<file path="config.mk">
export PLATFORM = sky130hd
export DESIGN_NAME = scan_chain_slot
export DESIGN_NICKNAME = d
export VERILOG_FILES = /design/src/rtl/scan_chain_pkg.sv /design/src/rtl/scan_shift_reg.sv /design/src/rtl/scan_chain_slot.sv
export SDC_FILE = /design/constraint.sdc
export NUM_CORES = 1
export LEC_CHECK = 0
export ABC_AREA = 1
export CELL_PAD_IN_SITES_DETAIL_PLACEMENT = 0
export CELL_PAD_IN_SITES_GLOBAL_PLACEMENT = 1
export CORE_ASPECT_RATIO = 1.25
export CORE_MARGIN = 8
export CORE_UTILIZATION = 32
export CTS_CLUSTER_SIZE = 25
export DETAILED_ROUTE_END_ITERATION = 10
export PLACE_DENSITY = 0.88
export SYNTH_ARGS = -nofsm -noshare
export SYNTH_HDL_FRONTEND = slang
export SYNTH_SLANG_ARGS = --single-unit
</file>
<file path="constraint.sdc">
create_clock -name clk -period 1.25 [get_ports clk]
set_input_delay 0.25 -clock clk [delete_from_list [all_inputs] [get_ports clk]]
set_output_delay 0.25 -clock clk [all_outputs]
set_load 0.02 [all_outputs]
</file>
<file path="src/rtl/scan_chain_pkg.sv">
// Shared scan-chain types: slot width, the per-cycle command and its decoder.
// Latency: none (types and a pure function only).
// Backpressure: none; the controller drives one command per cycle.
package scan_chain_pkg;

  localparam int SCAN_WIDTH = 8;

  typedef enum logic [1:0] {
    SCAN_IDLE    = 2'd0,
    SCAN_SHIFT   = 2'd1,
    SCAN_CAPTURE = 2'd2
  } scan_cmd_t;

  function automatic scan_cmd_t decode_cmd(input logic shift_en, input logic scan_select);
    scan_cmd_t cmd;
    if (!shift_en)        cmd = SCAN_IDLE;
    else if (scan_select) cmd = SCAN_CAPTURE;
    else                  cmd = SCAN_SHIFT;
    return cmd;
  endfunction

endpackage

</file>
<file path="src/rtl/scan_shift_reg.sv">
// Shift/capture register of one scan slot: serial shift MSB-out, or parallel load.
// Latency: 1 cycle per command; a serial bit reaches q[WIDTH-1] after WIDTH shifts.
// Backpressure: none; holds on SCAN_IDLE.
module scan_shift_reg
  import scan_chain_pkg::*;
#(
  parameter int WIDTH = SCAN_WIDTH
) (
  input  logic             clk,
  input  logic             reset,
  input  scan_cmd_t        cmd,
  input  logic             data_in,
  input  logic [WIDTH-1:0] par_in,
  output logic [WIDTH-1:0] q
);

  always_ff @(posedge clk) begin
    if (reset) begin
      q <= '0;
    end else begin
      case (cmd)
        SCAN_SHIFT:   q <= {q[WIDTH-2:0], data_in};
        SCAN_CAPTURE: q <= par_in;
        default:      q <= q;
      endcase
    end
  end

endmodule

</file>
<file path="src/rtl/scan_chain_slot.sv">
// One daisy-chained scan slot: shift/capture register, latched design inputs, shift counter.
// Latency: WIDTH shifts through the slot (1 with SCAN_SLOT_BYPASS_EN and bypass=1); latch_done 1 cycle after latch_en.
// Backpressure: none; every command is acted on the cycle it is presented.
module scan_chain_slot
  import scan_chain_pkg::*;
#(
  parameter int WIDTH = SCAN_WIDTH,
  parameter int CNT_W = 4
) (
  input  logic             clk,
  input  logic             reset,
  input  logic             shift_en,
  input  logic             scan_select,
  input  logic             latch_en,
  input  logic             data_in,
  output logic             data_out,
  input  logic [WIDTH-1:0] module_data_out,
`ifdef SCAN_SLOT_BYPASS_EN
  input  logic             bypass,
`endif
  output logic [WIDTH-1:0] module_data_in,
  output logic             latch_done,
  output logic [CNT_W-1:0] shift_count
);

  localparam logic [CNT_W-1:0] CNT_MAX = '1;

  scan_cmd_t        cmd;
  scan_cmd_t        sr_cmd;
  logic             latch_fire;
  logic [WIDTH-1:0] sr;

  // In bypass the register, latch and counter are frozen; only the bypass flop moves.
  always_comb begin
    cmd        = decode_cmd(shift_en, scan_select);
    sr_cmd     = cmd;
    latch_fire = latch_en;
`ifdef SCAN_SLOT_BYPASS_EN
    if (bypass) begin
      sr_cmd     = SCAN_IDLE;
      latch_fire = 1'b0;
    end
`endif
  end

  scan_shift_reg #(.WIDTH(WIDTH)) u_sr (
    .clk     (clk),
    .reset   (reset),
    .cmd     (sr_cmd),
    .data_in (data_in),
    .par_in  (module_data_out),
    .q       (sr)
  );

  // Latch samples sr before this edge's shift/capture; a clear beats the increment.
  always_ff @(posedge clk) begin
    if (reset) begin
      module_data_in <= '0;
      latch_done     <= 1'b0;
      shift_count    <= '0;
    end else begin
      latch_done <= latch_fire;
      if (latch_fire) begin
        module_data_in <= sr;
        shift_count    <= '0;
      end else if (sr_cmd == SCAN_SHIFT && shift_count != CNT_MAX) begin
        shift_count <= shift_count + CNT_W'(1);
      end
    end
  end

`ifdef SCAN_SLOT_BYPASS_EN
  logic byp_q;

  always_ff @(posedge clk) begin
    if (reset)                            byp_q <= 1'b0;
    else if (bypass && cmd == SCAN_SHIFT) byp_q <= data_in;
  end

  assign data_out = bypass ? byp_q : sr[WIDTH-1];
`else
  assign data_out = sr[WIDTH-1];
`endif

endmodule

</file>
==> report_table.html <==
<table>
<tr><th>Metric</th><th>Value</th></tr>
<tr><th colspan="2">Run status</th></tr>
<tr><td>Run status</td><td>finished, final reports clean</td></tr>
<tr><th colspan="2">Drt</th></tr>
<tr><td>Iteration-0 DRC Markers</td><td>16</td></tr>
<tr><td>DRT antenna net count</td><td>0</td></tr>
<tr><td>Detail-routed via count per cell</td><td>4.36</td></tr>
<tr><td>Vias post-DR</td><td>833</td></tr>
<tr><td>Detail-routed net length per standard cell</td><td>10.5 um</td></tr>
<tr><td>Detailed-router iteration count before antenna repair</td><td>4</td></tr>
<tr><td>DRT Wirelength</td><td>2000 um</td></tr>
<tr><td>DRC violations left</td><td>0</td></tr>
<tr><th colspan="2">Synthesis</th></tr>
<tr><td>Cell area after technology mapping</td><td>916 um^2</td></tr>
<tr><td>Syn Inst Count</td><td>120</td></tr>
<tr><td>Dominant combinational cell family by area after synthesis</td><td>simple AND/OR/NAND/NOR gates</td></tr>
<tr><td>Adder-cell area share of the yosys netlist</td><td>1.37%</td></tr>
<tr><td>Share of synthesized cell area in and, or, nand and nor gates</td><td>25.7%</td></tr>
<tr><td>Xor-xnor portion of the synthesized cell area</td><td>0%</td></tr>
<tr><td>Synth cell types</td><td>19</td></tr>
<tr><td>Number of warnings issued by yosys</td><td>0</td></tr>
<tr><td>Compound-gate portion of the synthesized area</td><td>13.4%</td></tr>
<tr><td>Mapped Nets</td><td>135</td></tr>
<tr><td>Mapped Avg Cell Area</td><td>7.63 um^2</td></tr>
<tr><td>Multiplexer share of the synthesized area</td><td>0%</td></tr>
<tr><td>Portion of the post-synthesis area used by sequential elements</td><td>45.9%</td></tr>
<tr><td>Yosys reg bits</td><td>21</td></tr>
<tr><th colspan="2">Placement</th></tr>
<tr><td>Detailed placer's ending HPWL</td><td>1610 um</td></tr>
<tr><td>Total placed instance area</td><td>1270 um^2</td></tr>
<tr><td>Number of buffers added on ports</td><td>27</td></tr>
<tr><td>Routability congestion estimate</td><td>0.778</td></tr>
<tr><th colspan="2">Timing</th></tr>
<tr><td>Worst slew pin tran</td><td>275 ps</td></tr>
<tr><td>Min Clock Period, post-route</td><td>1200 ps</td></tr>
<tr><td>Maximum clock rate</td><td>833 MHz</td></tr>
<tr><td>Final setup violation count</td><td>0</td></tr>
<tr><td>Sum of negative setup slack</td><td>0 ps</td></tr>
<tr><td>Unrepaired setup endpoints after global routing</td><td>true</td></tr>
<tr><td>Worst clock skew</td><td>6.07 ps</td></tr>
<tr><td>Worst slew margin relative to its limit</td><td>81.6%</td></tr>
<tr><td>Final Hold Violating Endpoints</td><td>0</td></tr>
<tr><td>Post-route fraction of the period consumed by the critical path</td><td>96.0%</td></tr>
<tr><td>Total count of max-transition violations in the final report</td><td>0</td></tr>
<tr><th colspan="2">Critical path</th></tr>
<tr><td>Kind of cell adding the most delay to the critical path</td><td>flip-flops</td></tr>
<tr><td>Worst path max stage delay</td><td>350 ps</td></tr>
<tr><td>Type of the worst setup path</td><td>flop to output port</td></tr>
<tr><td>Flop2flop setup slack</td><td>110 ps</td></tr>
<tr><td>Worst path slowest cell</td><td>dfxtp_1</td></tr>
<tr><td>Kind of start point of the critical path</td><td>flop</td></tr>
<tr><td>Kind of capture point of the worst setup path</td><td>output port</td></tr>
<tr><td>Critical-path maximum fanout</td><td>2</td></tr>
<tr><td>Reg-to-reg critical path startpoint</td><td>shift_count[0]</td></tr>
<tr><td>Reg-to-Reg End</td><td>shift_count[0]</td></tr>
<tr><td>Arrival @ worst endpoint</td><td>950 ps</td></tr>
<tr><td>Crit-path cells</td><td>clkdlybuf4s15_1</td></tr>
<tr><td>Req. time, crit path</td><td>1000 ps</td></tr>
<tr><td>Number of buffers and inverters on the critical path</td><td>1</td></tr>
<tr><td>R2r worst-path depth</td><td>6</td></tr>
<tr><th colspan="2">Global route</th></tr>
<tr><td>Wire length of the first global-routing pass</td><td>3430 um</td></tr>
<tr><td>Maximum number of pins on one net before global-route repair</td><td>13</td></tr>
<tr><td>Total overflow reported by the global router</td><td>0</td></tr>
<tr><td>Vias in the first global route</td><td>838</td></tr>
<tr><td>Initial antenna violation count</td><td>0</td></tr>
<tr><td>GR Util All Layers</td><td>8.67%</td></tr>
<tr><th colspan="2">Layout</th></tr>
<tr><td>Final instance area</td><td>1250 um^2</td></tr>
<tr><td>Total inserted antenna cells</td><td>0</td></tr>
<tr><td>Fraction of layout instances using a drive strength above 1</td><td>24.2%</td></tr>
<tr><td>Nets@finish</td><td>173</td></tr>
<tr><td>Layout-stage area growth over the synthesis result</td><td>36.7%</td></tr>
<tr><th colspan="2">Hold path</th></tr>
<tr><td>Min-Delay Path Depth</td><td>2</td></tr>
<tr><td>Origin of the worst min-delay path</td><td>module_data_in[7]</td></tr>
<tr><td>Endpoint of the worst hold-timing path</td><td>module_data_in[7]</td></tr>
<tr><td>Min-Delay Path Class</td><td>flop to flop</td></tr>
<tr><th colspan="2">Clock network</th></tr>
<tr><td>Skew-Pair Late Insertion Delay</td><td>300 ps</td></tr>
<tr><td>Clock tree from TritonCTS</td><td>yes</td></tr>
<tr><td>Max clock buf depth</td><td>2</td></tr>
<tr><td>Number of buffers added for setup after CTS</td><td>0</td></tr>
<tr><td>H-tree levels</td><td>1</td></tr>
<tr><td>CTS root buffer</td><td>clkbuf_4</td></tr>
<tr><td>Number of sinks on the clock net</td><td>21</td></tr>
<tr><td>Clock edge transition at the registers on the reported setup and hold paths</td><td>120 ps</td></tr>
<tr><td>Inserted Clock Buffers</td><td>3</td></tr>
<tr><th colspan="2">Floorplanning</th></tr>
<tr><td>Initial standard-cell utilization of the core</td><td>33.8%</td></tr>
<tr><td>I/O pin count</td><td>28</td></tr>
<tr><td>Core Rows</td><td>21</td></tr>
<tr><td>Vertical extent of the die</td><td>75.8 um</td></tr>
<tr><td>Horiz. Die Dim</td><td>63.9 um</td></tr>
<tr><td>Area of the core</td><td>2710 um^2</td></tr>
<tr><td>Die area</td><td>4840 um^2</td></tr>
<tr><th colspan="2">Power and ir drop</th></tr>
<tr><td>Total leakage power</td><td>0.000587 uW</td></tr>
<tr><td>Total power density per cell area</td><td>973 nW/um^2</td></tr>
<tr><td>VDD IR-drop max</td><td>0.503 mV</td></tr>
<tr><td>PnR Total Power</td><td>1220 uW</td></tr>
<tr><th colspan="2">Flow run</th></tr>
<tr><td>Total of max-cap violations</td><td>0</td></tr>
</table>
-- per-stage QoR --
| stage | util [%] | worst slack, ps | hold slack, ps | cells |
|---|---|---|---|---|
| detailed placement | 46.9 | -211 | 446 | 187 |
| CTS | 47.7 | 0.0325 | 478 | 191 |
| global placement | 46.9 | -201 | 439 | 187 |
| floorplan | - | 53.8 | 434 | 120 |
| global route | 46.3 | -10.2 | 509 | 191 |
| finish | 46.3 | 50.2 | 470 | 191 |
-- where the power goes --
| group | total (uW) | switching [uW] | leakage [uW] | internal [uW] |
|---|---|---|---|---|
| Clock | 327 | 208 | 0.0000177 | 119 |
| Sequential | 705 | 12.1 | 0.000172 | 693 |
| Combinational | 186 | 94.3 | 0.000397 | 91.5 |
| Total | 1220 | 315 | 0.000587 | 904 |
-- layout make-up --
class	count	area [um^2]
fillers	294	1450
flip-flops and latches	21	423
multi-input cells	74	375
repair buffers	36	299
inverters	22	85.1
well taps	34	42.5
clock buffers	3	22.5
clock inverters	1	5.00
-- what timing repair did --
action / in CTS / in global routing
gates resized for setup: 24 / 19
endpoints found under the setup margin: 14 / 16
hold buffers: 0 / 0
-- placed cells by master, fill, tap and decap left out --
cell              n
nand2_1          31
inv_1            20
dfxtp_1          19
clkdlybuf4s50_1  13
clkbuf_2         10
nor2_1            9
nand2_2           8
o21ai_0           8
buf_4             8
o211ai_1          7
clkbuf_4          3
clkdlybuf4s15_1   3
nand3_1           2
o21ai_1           2
nor2_2            2
dfxtp_2           2
inv_4             1
nor2_4            1
clkinv_1          1
o211ai_2          1
nand4_1           1
a21o_1            1
ha_1              1
clkinv_2          1
dlygate4sd2_1     1
buf_12            1
-- layer usage --
metal / global-route usage, % / part of all wire (%) / up-vias
met5: 0 / 0 / -
li1: - / - / 445
met2: 16.5 / 49 / 19
met4: 5.96 / 2.2 / 0
met1: 8.01 / 43 / 365
met3: 2.21 / 5.6 / 4
-- cell usage after synthesis --
library cell | count | share of area [%]
a21o_1 | 1 | 0.82
ha_1 | 1 | 1.4
nor2_1 | 10 | 4.1
nand2_1 | 32 | 13
buf_6 | 1 | 1.2
nand4_1 | 1 | 0.68
buf_8 | 1 | 1.6
o21ai_0 | 10 | 5.5
nor2_2 | 1 | 0.68
nor2_4 | 1 | 1.2
o211ai_2 | 1 | 1.4
nand2_2 | 7 | 4.8
dfxtp_1 | 21 | 46
o211ai_1 | 7 | 5.7
nand3_1 | 2 | 1.1
inv_1 | 20 | 8.2
inv_4 | 1 | 0.68
clkinv_1 | 1 | 0.41
clkbuf_8 | 1 | 1.5
-- worst max path at each step --
| stage | startpoint | endpoint | slack [ps] | depth (start not counted) |
|---|---|---|---|---|
| after floorplan | shift_count[1] | shift_count[0] | 50 | 6 |
| after global placement | shift_en | shift_count[1] | -200 | 6 |
| after detailed placement | shift_en | shift_count[0] | -210 | 6 |
| after CTS | module_data_in[1] | module_data_in[1] | 0.03 | 1 |
| after global routing | shift_count[0] | shift_count[0] | -10 | 7 |
| final | module_data_in[1] | module_data_in[1] | 50 | 1 |
-- sequential cells by signal, indices dropped and copies added, names as in the netlist --
signal	cells
module_data_in	8
u_sr.q	8
shift_count	4
latch_done	1
-- logic make-up after synthesis --
logic type               Yosys count
flip-flops                        21
buffers and inverters             25
adder cells (fa/ha/maj)            1
AND/OR/NAND/NOR                   54
AO/OA/AOI/OAI                     19
(Power assumes the default switching activity.)
